## src/rtl/move_sequencer.sv

```systemverilog
// Cell push-button front end for the tic-tac-toe game block: synchronize, debounce, validate, strobe.
// Optional macro MOVE_SEQ_TURN_EN adds a registered turn flop toggled at the end of every strobe.
module move_sequencer #(
  parameter int unsigned DEBOUNCE_CYCLES = 4,
  parameter int unsigned STROBE_CYCLES   = 2
) (
  input  logic       clk,
  input  logic       reset,
  input  logic [8:0] btn,
  input  logic [8:0] occupied,
  input  logic       game_over,
  output logic [8:0] cell_strobe,
  output logic       busy,
  output logic       reject,
  output logic [3:0] last_cell,
  output logic       turn
);

  localparam int unsigned NCELL  = 9;
  localparam int unsigned CNT_W  = 8;
  localparam int unsigned SCNT_W = 4;
  localparam int unsigned IDX_W  = 4;

  typedef enum logic [1:0] {IDLE, DEBOUNCE, STROBE, RELEASE} state_e;

  state_e             state_q, state_d;
  logic [NCELL-1:0]   btn_meta_q, s_q;
  logic [NCELL-1:0]   cell_q, cell_d;
  logic [IDX_W-1:0]   idx_q, idx_d;
  logic [CNT_W-1:0]   cnt_q, cnt_d, cnt_inc;
  logic [SCNT_W-1:0]  scnt_q, scnt_d;
  logic [NCELL-1:0]   strobe_q, strobe_d;
  logic               reject_q, reject_d;
  logic               busy_q, busy_d;
  logic [IDX_W-1:0]   last_q, last_d;
  logic               s_onehot, strobe_done;
  logic [IDX_W-1:0]   s_idx;

  // Two-flop synchronizer for the raw buttons
  always_ff @(posedge clk or negedge reset) begin
    if (!reset) begin
      btn_meta_q <= '0;
      s_q        <= '0;
    end else begin
      btn_meta_q <= btn;
      s_q        <= btn_meta_q;
    end
  end

  always_comb begin
    s_idx = '0;
    for (int unsigned i = 0; i < NCELL; i++) begin
      if (s_q[i]) s_idx = IDX_W'(i);
    end
  end

  assign s_onehot    = (s_q != '0) && ((s_q & (s_q - NCELL'(1))) == '0);
  assign cnt_inc     = cnt_q + CNT_W'(1);
  assign strobe_done = (state_q == STROBE) && (strobe_q != '0) &&
                       (scnt_q == SCNT_W'(STROBE_CYCLES));

  // Next-state and registered-output logic
  always_comb begin
    state_d  = state_q;
    cell_d   = cell_q;
    idx_d    = idx_q;
    cnt_d    = cnt_q;
    scnt_d   = scnt_q;
    strobe_d = strobe_q;
    reject_d = 1'b0;
    last_d   = last_q;
    case (state_q)
      IDLE: begin
        if (s_q != '0) begin
          cnt_d = '0;
          if (s_onehot && !game_over && ((occupied & s_q) == '0)) begin
            cell_d  = s_q;
            idx_d   = s_idx;
            state_d = DEBOUNCE;
          end else begin
            reject_d = 1'b1;
            state_d  = RELEASE;
          end
        end
      end
      DEBOUNCE: begin
        if (s_q == '0) begin
          cnt_d   = '0;
          state_d = IDLE;
        end else if (s_q == cell_q) begin
          if (cnt_inc == CNT_W'(DEBOUNCE_CYCLES)) begin
            cnt_d   = '0;
            state_d = STROBE;
          end else begin
            cnt_d = cnt_inc;
          end
        end else begin
          cnt_d    = '0;
          reject_d = 1'b1;
          state_d  = RELEASE;
        end
      end
      STROBE: begin
        // First STROBE cycle re-validates the move before the strobe is raised
        if (strobe_q == '0) begin
          if (game_over || ((occupied & cell_q) != '0)) begin
            cnt_d    = '0;
            reject_d = 1'b1;
            state_d  = RELEASE;
          end else begin
            strobe_d = cell_q;
            last_d   = idx_q;
            scnt_d   = SCNT_W'(1);
          end
        end else if (strobe_done) begin
          strobe_d = '0;
          scnt_d   = '0;
          cnt_d    = '0;
          state_d  = RELEASE;
        end else begin
          scnt_d = scnt_q + SCNT_W'(1);
        end
      end
      RELEASE: begin
        if (s_q != '0) begin
          cnt_d = '0;
        end else if (cnt_inc == CNT_W'(DEBOUNCE_CYCLES)) begin
          cnt_d   = '0;
          state_d = IDLE;
        end else begin
          cnt_d = cnt_inc;
        end
      end
      default: state_d = IDLE;
    endcase
    busy_d = (state_d != IDLE);
  end

  always_ff @(posedge clk or negedge reset) begin
    if (!reset) begin
      state_q  <= IDLE;
      cell_q   <= '0;
      idx_q    <= '0;
      cnt_q    <= '0;
      scnt_q   <= '0;
      strobe_q <= '0;
      reject_q <= 1'b0;
      busy_q   <= 1'b0;
      last_q   <= 4'hF;
    end else begin
      state_q  <= state_d;
      cell_q   <= cell_d;
      idx_q    <= idx_d;
      cnt_q    <= cnt_d;
      scnt_q   <= scnt_d;
      strobe_q <= strobe_d;
      reject_q <= reject_d;
      busy_q   <= busy_d;
      last_q   <= last_d;
    end
  end

`ifdef MOVE_SEQ_TURN_EN
  logic turn_q, turn_d;

  assign turn_d = turn_q ^ strobe_done;

  always_ff @(posedge clk or negedge reset) begin
    if (!reset) turn_q <= 1'b0;
    else        turn_q <= turn_d;
  end

  assign turn = turn_q;
`else
  assign turn = 1'b0;
`endif

  assign cell_strobe = strobe_q;
  assign busy        = busy_q;
  assign reject      = reject_q;
  assign last_cell   = last_q;

endmodule

```

## config.mk

```make
export PLATFORM = sky130hd
export DESIGN_NAME = move_sequencer
export DESIGN_NICKNAME = d
export VERILOG_FILES = /design/src/rtl/move_sequencer.sv
export SDC_FILE = /design/constraint.sdc
export NUM_CORES = 1
export LEC_CHECK = 0
export ABC_AREA = 1
export BUFFER_PORTS_ARGS = -buffer_cell sky130_fd_sc_hd__buf_2
export CAP_MARGIN = 20
export CORE_UTILIZATION = 40
export CTS_BUF_LIST = sky130_fd_sc_hd__clkbuf_4 sky130_fd_sc_hd__clkbuf_8
export DETAILED_ROUTE_END_ITERATION = 6
export GPL_TIMING_DRIVEN = 0
export PLACE_DENSITY_LB_ADDON = 0.12
export SETUP_SLACK_MARGIN = 0.5
export SYNTH_ARGS = -nofsm -noshare
export SYNTH_HDL_FRONTEND = slang
export SYNTH_SLANG_ARGS = --single-unit
```

## constraint.sdc

```tcl
create_clock -name clk -period 2.3 [get_ports clk]
set_clock_uncertainty 0.2 [all_clocks]
set_input_delay 0.46 -clock clk [delete_from_list [all_inputs] [get_ports clk]]
set_output_delay 0.46 -clock clk [all_outputs]
set_load 0.01 [all_outputs]
```

## Word-level counts from Yosys, hierarchy flattened

Index checks and enable logic that the tools add are counted.

| operators by class | value |
|---|---|
| mux-type cells | 41 |
| reduce and logical (&&, ||, !) cells | 22 |
| bitwise logic cells | 4 |
| add/sub/neg operators | 3 |
| equal/unequal tests | 10 |

Operator list:

| kind | count |
|---|---|
| 2-to-1 mux 8 bit | 8 |
| 2-to-1 mux 4 bit | 10 |
| zero test 9 bit | 4 |
| case mux 8 bit (4 select lines) | 1 |
| bitwise AND 9 bit | 3 |
| 2-to-1 mux 9 bit | 3 |
| nonzero test 9 bit | 3 |
| 2-to-1 mux 2 bit | 10 |
| AND reduction 3 bit | 4 |
| == test 9 bit | 1 |
| subtractor 9 x 1 -> 9 bit, second input constant | 1 |
| adder 8 x 1 -> 8 bit, second input constant | 1 |
| == test 8 x 3 -> 1 bit, second input constant | 1 |
| case mux 2 bit (4 select lines) | 1 |
| 2-to-1 mux 1 bit | 7 |
| inequality test 3 x 2 -> 1 bit, second input constant | 2 |
| logical AND 1 bit | 5 |
| adder 4 x 1 -> 4 bit, second input constant | 1 |
| == test 2 bit, second input constant | 2 |
| == test 4 x 2 -> 1 bit, second input constant | 1 |
| inequality test 2 bit, second input constant | 2 |
| nonzero test 2 bit | 2 |
| case mux 1 bit (3 select lines) | 1 |
| == test 2 x 1 -> 1 bit, second input constant | 1 |
| 5 further kinds | 5 |

| word-level totals | value |
|---|---|
| word-level logic and storage cells | 91 |
| input port bits | 21 |
| flip-flop bits (word level) | 60 |

## Longest topological paths before layout

Gate-level depths: netlist of run 1.

| depth | value |
|---|---|
| word-level depth | 10 |
| gate-level depth with buffers | 13 |

## Worst setup path before layout of run 1

No wires, ideal clock.

| path | value |
|---|---|
| kind | register to register |
| start | register strobe_q[3], in the netlist cell_strobe[3] |
| end | register strobe_q[6], in the netlist cell_strobe[6] |
| path buffers | 1 |
| stages on the path, launching flop included | 11 |
| setup slack | 0.580 ns |
| arrival time | 1.437 ns |
| data required time | 2.017 ns |
| library setup time | 0.083 ns |
| cells stage by stage | dfrtp_1 -> nor2_1 -> nand3_1 -> nor2_1 -> inv_1 -> nor2_2 -> inv_1 -> nand2_1 -> buf_4 -> nand3_1 -> o21ai_0 |

| on the way | value |
|---|---|
| word-level cells in the longest chain between the ends | 5 |
| elaborated cells on any way between the ends | 8 |

RTL lines:

| what | RTL line | source |
|---|---|---|
| from (decl) | 32 | `logic [NCELL-1:0] strobe_q, strobe_d;` |
| from (signal assigned) | 156 | `strobe_q <= strobe_d;` |
| nonzero test 9 bit | 59 | `assign strobe_done = (state_q == STROBE) && (strobe_q != '0) &&` |
| logical AND 1 bit (2 in series) | 59 |  |
| nonzero test 2 bit (no source line) | n/a |  |
| AND reduction 3 bit (no source line) | n/a |  |

Parallel ways exist; a longest one is shown, timed or not.
A chain may end at the register's enable or synchronous reset.

## Final worst setup path of run 1

| path | value |
|---|---|
| start | register strobe_q[1], in the netlist cell_strobe[1] |
| end | register cnt_q[7] |

| on the way | value |
|---|---|
| word-level cells in the longest chain between the ends | 5 |
| elaborated cells on any way between the ends | 9 |

RTL lines:

| what | RTL line | source |
|---|---|---|
| nonzero test 9 bit | 59 |  |
| logical AND 1 bit (2 in series) | 59 |  |
| inequality test 3 x 2 -> 1 bit (no source line) | n/a |  |
| AND reduction 3 bit (no source line) | n/a |  |
| to (signal assigned) | 154 | `cnt_q <= cnt_d;` |
| to (decl) | 30 | `logic [CNT_W-1:0] cnt_q, cnt_d, cnt_inc;` |

Parallel ways exist; a longest one is shown, timed or not.

==> results of run 1 <==
## routing by layer
metal	wire length, um	track usage, %
met1	3110	25.1
met2	3590	35.1
met3	302	6.57
met4	96	6.06
met5	0	0
## placed cells by master (no fill, tap or decap), drive strengths merged
| master | count |
|---|---|
| ha | 3 |
| clkbuf | 10 |
| nand2 | 107 |
| bufinv | 2 |
| nand3b | 2 |
| buf | 75 |
| dfrtp | 55 |
| xnor2 | 4 |
| dlygate4sd3 | 6 |
| conb | 1 |
| or2 | 2 |
| nand4 | 5 |
| dfstp | 4 |
| nor3b | 1 |
| inv | 48 |
| o21ai | 31 |
| a21oi | 5 |
| o21a | 1 |
| nor2 | 31 |
| nor4 | 1 |
| and3 | 1 |
| clkinvlp | 1 |
| xor2 | 1 |
| o22ai | 7 |
| o211ai | 1 |
| clkinv | 3 |
| nand3 | 36 |
## synthesized netlist by cell type (all sizes together)
cell type / number / area [sq um]
nand2: 107 / 412
dfrtp: 55 / 1380
inv: 48 / 180
nand3: 36 / 180
nor2: 31 / 141
o21ai: 31 / 155
o22ai: 7 / 43.8
buf: 6 / 43.8
a21oi: 5 / 25.0
nand4: 5 / 31.3
dfstp: 4 / 105
xnor2: 4 / 35.0
ha: 3 / 37.5
nand3b: 2 / 15.0
or2: 2 / 12.5
and3: 1 / 6.26
conb: 1 / 3.75
nor3b: 1 / 7.51
nor4: 1 / 6.26
o211ai: 1 / 7.51
o21a: 1 / 7.51
xor2: 1 / 8.76
## through the flow
stage | cell area (sq um) | utilization, % | power [mW] | setup slack (ps)
final | 4050 | 59.3 | 3.37 | 474
after global routing | 4050 | 59.3 | 3.58 | 283
after CTS | 3690 | 54.0 | 3.10 | 471
after detailed placement | 3160 | 46.2 | 1.94 | 207
after global placement | 3140 | 45.9 | 1.92 | 207
after floorplan | 2840 | - | 1.72 | 580
## registers in the layout (all words and copies together) (netlist names), 2 cells and up
name and cells:
btn_meta_q 9, cell_q 9, cell_strobe 9, s_q 9, cnt_q 8, last_cell 4, scnt_q 4, idx_q 3
state_q 2
## critical path, cell delays in order (launching register included)
cell and delay [ps]:
dfrtp_1 390, nor2_1 110, nand3_1 130, nor2_4 210
nor2_4 60, nand2_2 70, nand2_2 70, nor2_4 180
buf_6 150, nand4_1 90, o21ai_1 90
## worst paths after layout
kind | startpoint | end | slack, ps | cells past startpoint
hold / removal | btn[8] | btn_meta_q[8]$_DFF_PN0_ | 20 | 1
hold reg to reg | btn_meta_q[1]$_DFF_PN0_ | s_q[1]$_DFF_PN0_ | 150 | 0
setup reg to reg | cell_strobe[1]$_DFFE_PN0P_ | cnt_q[7]$_DFFE_PN0P_ | 470 | 10
setup / recovery | cell_strobe[1]$_DFFE_PN0P_ | cnt_q[7]$_DFFE_PN0P_ | 470 | 10
max in group asynchronous | reset | s_q[3]$_DFF_PN0_ | 820 | 3
min in group asynchronous | reset | cnt_q[4]$_DFFE_PN0P_ | 470 | 2
## cells by family after synthesis
kind of cell / after synthesis / synth area share, %
AND/OR/NAND/NOR: 186 / 28.6
flip-flops: 59 / 52.1
buffers and inverters: 54 / 7.88
AO/OA/AOI/OAI: 45 / 8.41
XOR/XNOR: 5 / 1.54
adder cells (fa/ha/maj): 3 / 1.32
other: 1 / 0.132
## where the power goes
part	switching, mW	internal [mW]	total, mW	leakage, nW
registers	0.0944	1.17	1.27	0.687
clock network	0.425	0.623	1.05	0.110
logic	0.589	0.467	1.06	1.19
total	1.11	2.26	3.37	1.98
## repair_timing
action / CTS / global route
endpoints found under the hold margin: 22 / 5
setup endpoints to repair: 37 / 41
setup buffers: 25 / 6
hold buffers: 1 / 5
gates resized for setup: 38 / 77
pin swaps: 23 / 24
cloned: 1 / 1
## layout make-up
class | count | area, sq um | area share, %
Buffer | 6 | 67.6 | 1.67
Clock inverter | 6 | 90.1 | 2.22
Inverter | 48 | 188 | 4.64
Tap cell | 96 | 120 | 2.97
Multi-Input combinational cell | 240 | 1410 | 34.9
Sequential cell | 59 | 1500 | 36.9
Clock buffer | 10 | 131 | 3.24
Timing Repair Buffer | 75 | 546 | 13.5
==> flow_summary_export.csv, run 1 <==
group,metric,value,unit
outcome,outcome,"complete, no violations",
timing,hold_viol_final,0,
cells_and_area,drive_above_1_share,40.3,%
detailed_routing,dr.pass1.iters,4,
cells_and_area,syn_to_final_growth,42.5,%
timing,fmax,547,MHz
detailed_routing,antenna_left,0,
synth,yosysSeqAreaShare,52.1,%
detailed_routing,drc,0,
cells_and_area,instances_no_fill,540,
clocking,insertion_delay,350,ps
placed_design,hpwl,4660,um
critical_path,worst-path-max-fanout,5,
grt,grt_max_degree,34,
clocking,cts_sinks,59,
floorplan,core,6830,sq um
critical_path,worst_setup_path_end_kind,"flop",
synth,synthesis.nets,377,
clocking,path_clk_slew,70,ps
floorplan,die-area,7450,sq um
power,power.density,832,nW/um^2
detailed_routing,drt_iter0_markers,63,
power,peakVddDrop,0.544,mV
synth,netlist_instances,353,
detailed_routing,wl_per_cell,13.2,um
power,p_leak,1.98,nW
floorplan,rows,30,
critical_path,required,2380,ps
cells_and_area,n_fill_cell,585,
synth,yosys_warnings,0,
clocking,cts_root_buffer,"clkbuf_8",
timing,min_period,1830,ps
placed_design,gp_congestion,0.847,
critical_path,cp.arrival,1900,ps
synth,synth_area,2840,sq um
floorplan,die_h,86.3,um
grt,grt_pass1_vias,2525,
placed_design,io_buffers,35,
grt,antenna_found_initial,0,
timing,rsz0062_at_grt,"true",
synth,avgSynthCellArea,8.05,sq um
timing,slew_viol_final,0,
detailed_routing,wirelength,7110,um
floorplan,start_util,41.6,%
critical_path,crit_path_start_kind,"flop",
synth,synth.distinct_cells,29,
clocking,numCtsBuffers,9,
synth,ys_seq_elements,59,
clocking,htreeDepth,3,
detailed_routing,vias_per_cell,4.89,
cells_and_area,fin_nets,463,
timing,period_share,79.4,%
timing,finalSetupTns,0,ps
clocking,cts_tree,"yes",
placed_design,dp_cells,485,
min_path,holdCritPathClass,"in2reg",
job,drv_cap,0,
timing,worstMarginPinSlew,658,ps
critical_path,worstSetupPathType,"reg2reg",
floorplan,io_pins,37,
grt,grt_pass1_wl,11600,um
grt,gr-total-overflow,0,
timing,setup_violations,0,
cells_and_area,antenna_cells,0,
timing,whs,16.4,ps
detailed_routing,vias,2638,
timing,relSlewSlack,56.1,%
floorplan,die_x,86.3,um
clocking,cts_buffer_depth,2,
grt,grt_usage,20.6,%
Note: power is estimated with default switching activity, not from simulation.
==> inputs of run 2 (changes only) <==
- ABC_AREA: 1 -> 0
- clock period: 2.3 -> 1.6 ns (I/O delays scaled with it)
==> run 2 against run 1 <==
Compared with the run above:
- the run now ends with negative hold slack, negative setup slack left
- fmax is 24% lower
- synthesized cell count is 25% lower
- total power is 26% higher
- clock-buffer cell count is 2 higher
- critical endpoint is now cell_q[0]$_DFFE_PN0P_
==> flow_summary_export.csv, run 2 <==
group,metric,value,unit
cells_and_area,antenna_cells,0,
clocking,numCtsBuffers,9,
grt,grt_pass1_wl,12100,um
floorplan,die-area,7490,sq um
floorplan,start_util,41.8,%
critical_path,worst_setup_path_end_kind,"flop",
synth,synth.distinct_cells,50,
synth,ys_seq_elements,59,
timing,hold_viol_final,23,
timing,period_share,149,%
grt,busiest_layer,"met2",
power,internal_power,3.08,mW
detailed_routing,antenna_left,0,
placed_design,gp_congestion,0.779,
grt,grt_pass1_vias,2474,
detailed_routing,wirelength,7430,um
synth,synthesis.nets,289,
detailed_routing,vias_per_cell,5.39,
synth,ys_dominant_reg_cell,"dfrtp_1",
placed_design,io_buffers,35,
synth,yosys_warnings,0,
critical_path,worst-path-max-fanout,10,
critical_path,required,1630,ps
synth,yosysMostFrequentCell,"dfrtp_1",
clocking,insertion_delay,350,ps
timing,setup_violations,41,
critical_path,critPathMostFrequentCell,"buf_6",
power,swShare,27.7,%
floorplan,io_pins,37,
clocking,ctsHoldBuffers,9,
critical_path,crit_path_start_kind,"flop",
clocking,path_clk_slew,70,ps
detailed_routing,drc,0,
critical_path,worstPathCellList,"buf_6 > or4_1 > o21ai_0 > nand4_1 > a211o_1 > buf_6 > mux2_4",
timing,rsz0062_at_grt,"true",
synth,netlist_instances,265,
cells_and_area,fin_nets,385,
critical_path,worstSetupPathType,"reg2reg",
grt,gr-total-overflow,0,
critical_path,path_delay_family,"simple AND/OR/NAND/NOR gates",
grt,met1_usage,26.7,%
power,p_switching,1.18,mW
timing,whs,-182,ps
synth,yosysTopAreaCell,"dfrtp_1",
cells_and_area,drive_above_1_share,44.0,%
synth,async_flop_share,100,%
placed_design,dp_slack,-901,ps
synth,yosysSeqAreaShare,51.8,%
grt,grt_usage,21.5,%
grt,grt_max_degree,33,
synth,synth-edff-count,0,
detailed_routing,drt_iter0_markers,127,
power,p_leak,1.88,nW
clocking,cts_buffer_depth,2,
timing,relSlewSlack,53.3,%
power,p_seq_share,42.0,%
cells_and_area,n_fill_cell,543,
outcome,outcome,"finished with violations",
floorplan,die_h,86.5,um
power,peakVddDrop,0.646,mV
timing,finalSetupTns,-24000,ps
timing,fmax,419,MHz
power,power.density,1010,nW/um^2
floorplan,rows,30,
power,combPwrFrac,16.6,%
timing,min_period,2390,ps
synth,synth_area,2860,sq um
synth,yosys-top-cells-area,"dfrtp_1, mux2_4, o21ai_0",
timing,slew_viol_final,0,
detailed_routing,vias,2490,
synth,synthTopCellsByCount,"dfrtp_1, o21ai_0, nand4_1, inv_1, nand3_1",
min_path,holdCritPathClass,"in2async",
clocking,htreeDepth,3,
cells_and_area,syn_to_final_growth,47.3,%
timing,finalWorstSetupSlack,-788,ps
grt,use_met2,35.6,%
cells_and_area,seqCellArea,1490,sq um
cells_and_area,final_common_cell,"dfrtp_1",
synth,synth_top_area_share,48.1,%
timing,worstMarginPinSlew,701,ps
grt,grtUsageMet3,4.57,%
clocking,cts_tree,"yes",
critical_path,critical_path_buf_inv_count,2,
floorplan,core,6830,sq um
cells_and_area,multi_input_area,1510,sq um
critical_path,slowest_stage,"or4_1",
cells_and_area,fin_util,61.6,%
clocking,cts_root_buffer,"clkbuf_8",
job,drv_cap,0,
floorplan,die_x,86.5,um
grt,antenna_found_initial,0,
clocking,cts_sinks,59,
synth,avgSynthCellArea,10.8,sq um
power,p_clk_share,41.4,%
critical_path,cp.arrival,2420,ps
detailed_routing,wl_per_cell,16.1,um
critical_path,cpPeakStageDelay,510,ps
placed_design,hpwl,4460,um
outcome,violations,"negative hold slack, negative setup slack",
detailed_routing,dr.pass1.iters,5,
power,p_total,4.26,mW
cells_and_area,most-common-layout-cells,"dfrtp_1, buf_4, buf_2",
run 2: worst reg2reg max path, stage by stage, from the launching register on:
cell     delay, ps
dfrtp_1        370
buf_6          140
or4_1          510
o21ai_0        100
nand4_1        180
a211o_1        310
buf_6          180
mux2_4         310
run 2: per-layer routing:
layer / share of wire (%) / vias to the layer above
met5: 0 / -
met4: 3.2 / 0
met2: 48 / 68
met1: 45 / 1235
met3: 3.4 / 25
li1: - / 1162
run 2: repair_timing:
item | CTS | global route
buffers inserted | 26 | 13
setup endpoints to repair | 56 | 56
endpoints found under the hold margin | 32 | 23
gates cloned | 1 | 0
pin swaps | 18 | 19
resized for setup | 44 | 12
run 2: stage by stage:
| step | cell area, sq um | cells |
|---|---|---|
| final | 4210 | 462 |
| after global routing | 4210 | 462 |
| after CTS | 4050 | 449 |
| after detailed placement | 3280 | 397 |
| after global placement | 3260 | 396 |
| after floorplan | 2960 | 265 |
run 2: cell type report:
type,instances,area share [%]
plain buffers,14,3.12
clock buffers,12,3.77
clock inverters,4,2.32
inverters,14,1.25
multi-input cells,178,35.8
flip-flops and latches,59,35.3
well taps,96,2.85
repair buffers,85,15.6
run 2: cell families after synthesis:
group / synth area share [%]
fa+ha+maj: 1.31
xor+xnor: 3.68
buf+inv: 4.20
other cells: 0.131
compound gates: 14.0
flops: 51.8
mux: 8.01
simple gates: 16.8
run 2: final timing paths:
kind / slack, ps / depth (start not counted) / startpoint / end
min: -180 / 1 / reset / cell_strobe[7]$_DFFE_PN0P_
max: -790 / 7 / s_q[5]$_DFF_PN0_ / cell_q[0]$_DFFE_PN0P_
min in group clk: 150 / 0 / btn_meta_q[4]$_DFF_PN0_ / s_q[4]$_DFF_PN0_
max in group asynchronous: 750 / 2 / reset / s_q[4]$_DFF_PN0_
max reg2reg: -790 / 7 / s_q[5]$_DFF_PN0_ / cell_q[0]$_DFFE_PN0P_
min reg2reg: 150 / 0 / btn_meta_q[4]$_DFF_PN0_ / s_q[4]$_DFF_PN0_
run 2: power by group through the flow:
stage	Clock [mW]	Combinational, mW	Sequential, mW
floorplan	0	0.339	1.80
global placement	0	0.558	1.80
detailed placement	0	0.572	1.80
CTS	1.78	0.636	1.78
global route	1.84	0.786	1.81
finish	1.76	0.706	1.79
==> inputs of run 3 (changes only) <==
- SETUP_SLACK_MARGIN: 0.5 -> unset
==> run 3 against run 2 <==
Compared with the run above:
- the flow finishes with violations (negative setup slack)
- sequential cell count did not move
- critical path depth down 1
- first-iteration DRC count shrank 37%
- clock power decreased by 26%
- design area is 3.0% lower
- die area unchanged
- setup slack got worse by 76 ps
- highest routed layer unchanged
==> flow_summary_export.csv, run 3 (synthesis gave the netlist of run 2 again) <==
group,metric,value,unit
detailed_routing,wl_per_cell,15.0,um
clocking,insertion_delay,350,ps
floorplan,die_x,86.5,um
timing,min_period,2460,ps
grt,grt_max_degree,32,
detailed_routing,antenna_left,0,
placed_design,io_buffers,35,
timing,finalWorstSetupSlack,-865,ps
detailed_routing,wirelength,6940,um
critical_path,cp.arrival,2490,ps
timing,worstMarginPinSlew,692,ps
timing,period_share,154,%
critical_path,worst-path-max-fanout,10,
power,power.density,925,nW/um^2
floorplan,io_pins,37,
detailed_routing,vias,2421,
placed_design,dp_cells,397,
placed_design,place_area,3260,sq um
detailed_routing,vias_per_cell,5.24,
grt,antenna_found_initial,0,
timing,slew_viol_final,0,
timing,rsz0062_at_grt,"true",
outcome,violations,"negative setup slack",
floorplan,core,6830,sq um
critical_path,r2r_cells,6,
cells_and_area,fin_util,59.8,%
min_path,min_to,"s_q[6]$_DFF_PN0_",
placed_design,hpwl,4410,um
critical_path,worst_setup_path_end_kind,"flop",
timing,fmax,406,MHz
timing,setup_violations,41,
critical_path,reg2reg_to,"cell_q[7]$_DFFE_PN0P_",
clocking,cts_buffer_depth,2,
cells_and_area,instances_no_fill,462,
critical_path,reg2reg_from,"s_q[0]$_DFF_PN0_",
critical_path,ff2ff_setup_slack,-860,ps
floorplan,rows,30,
floorplan,start_util,41.8,%
cells_and_area,fin_nets,385,
clocking,path_clk_slew,70,ps
power,p_leak,1.87,nW
cells_and_area,final_common_cell,"dfrtp_1",
floorplan,die_h,86.5,um
cells_and_area,syn_to_final_growth,42.8,%
placed_design,gp_congestion,0.857,
clocking,cts_sinks,59,
cells_and_area,seqCellArea,1490,sq um
critical_path,crit_path_start_kind,"flop",
grt,gr-total-overflow,0,
clocking,htreeDepth,3,
job,drv_cap,0,
cells_and_area,antenna_cells,0,
clocking,cts_root_buffer,"clkbuf_8",
critical_path,required,1630,ps
detailed_routing,drt_iter0_markers,80,
floorplan,die-area,7490,sq um
critical_path,worstSetupPathType,"reg2reg",
clocking,cts_tree,"yes",
min_path,holdCritPathClass,"reg2reg",
min_path,whs_path_depth,0,
power,peakVddDrop,0.652,mV
outcome,outcome,"finished with violations",
grt,grt_usage,20.7,%
cells_and_area,n_fill_cell,596,
cells_and_area,finalInstanceArea,4080,sq um
min_path,min_from,"btn_meta_q[6]$_DFF_PN0_",
cells_and_area,drive_above_1_share,45.1,%
detailed_routing,drc,0,
cells_and_area,most-common-layout-cells,"dfrtp_1, buf_2, buf_4",
detailed_routing,dr.pass1.iters,4,
clocking,numCtsBuffers,9,
timing,hold_viol_final,0,
timing,relSlewSlack,53.9,%
grt,grt_pass1_vias,2359,
cells_and_area,multi_input_area,1500,sq um
grt,grt_pass1_wl,11600,um
[run 3: layout make-up]
class / instances / area share (%)
Clock buffer: 14 / 4.41
Inverter: 14 / 1.29
Multi-Input combinational cell: 179 / 36.7
Timing Repair Buffer: 85 / 15.3
Sequential cell: 59 / 36.5
Clock inverter: 2 / 0.245
Buffer: 13 / 2.64
Tap cell: 96 / 2.94
[run 3: report_power, final]
part / internal [mW] / switching, mW
Combinational: 0.304 / 0.377
Sequential: 1.63 / 0.159
Clock: 0.719 / 0.587
Total: 2.65 / 1.12
[run 3: per-layer routing]
metal / routed length [um] / up-vias / track usage [%] / share of wire [%]
li1: - / 1160 / - / -
met1: 3250 / 1192 / 26.5 / 47
met2: 3240 / 50 / 32.8 / 47
met3: 244 / 19 / 4.86 / 3.5
met4: 210 / 0 / 10.5 / 3.0
met5: 0 / - / 0 / 0
[run 3: what timing repair did]
item,4_1_cts,5_1_grt
buffers inserted,29,10
pin swaps,24,13
endpoints found under the setup margin,41,41
gates cloned,2,0
hold buffers,10,0
resized for setup,39,13
endpoints found under the hold margin,33,0
[run 3: metrics by stage]
stage	power (mW)	worst slack (ps)	hold WS, ps	TNS, ps
floorplan	2.13	-649	-176	-15090
global placement	2.34	-852	132	-30490
detailed placement	2.36	-842	135	-23840
CTS	3.78	-729	151	-21060
global route	4.00	-913	153	-26270
finish	3.78	-865	149	-23460
[run 3: worst max path at each step]
stage / start / slack, ps / to
after floorplan: s_q[2]$_DFF_PN0_ / -650 / cell_q[0]$_DFFE_PN0P_
after global placement: s_q[2]$_DFF_PN0_ / -850 / idx_q[1]$_DFFE_PN0P_
after detailed placement: s_q[2]$_DFF_PN0_ / -840 / cell_q[7]$_DFFE_PN0P_
after CTS: s_q[0]$_DFF_PN0_ / -730 / cell_q[7]$_DFFE_PN0P_
after global routing: s_q[0]$_DFF_PN0_ / -910 / idx_q[1]$_DFFE_PN0P_
final: s_q[0]$_DFF_PN0_ / -860 / cell_q[7]$_DFFE_PN0P_
[run 3: worst max-delay path: stages (launching register included)]
cell and delay [ps]:
dfrtp_2 450, a22o_1 260, a2111oi_2 380, nand4_1 270, a211o_1 320, buf_6 170
mux2_4 300
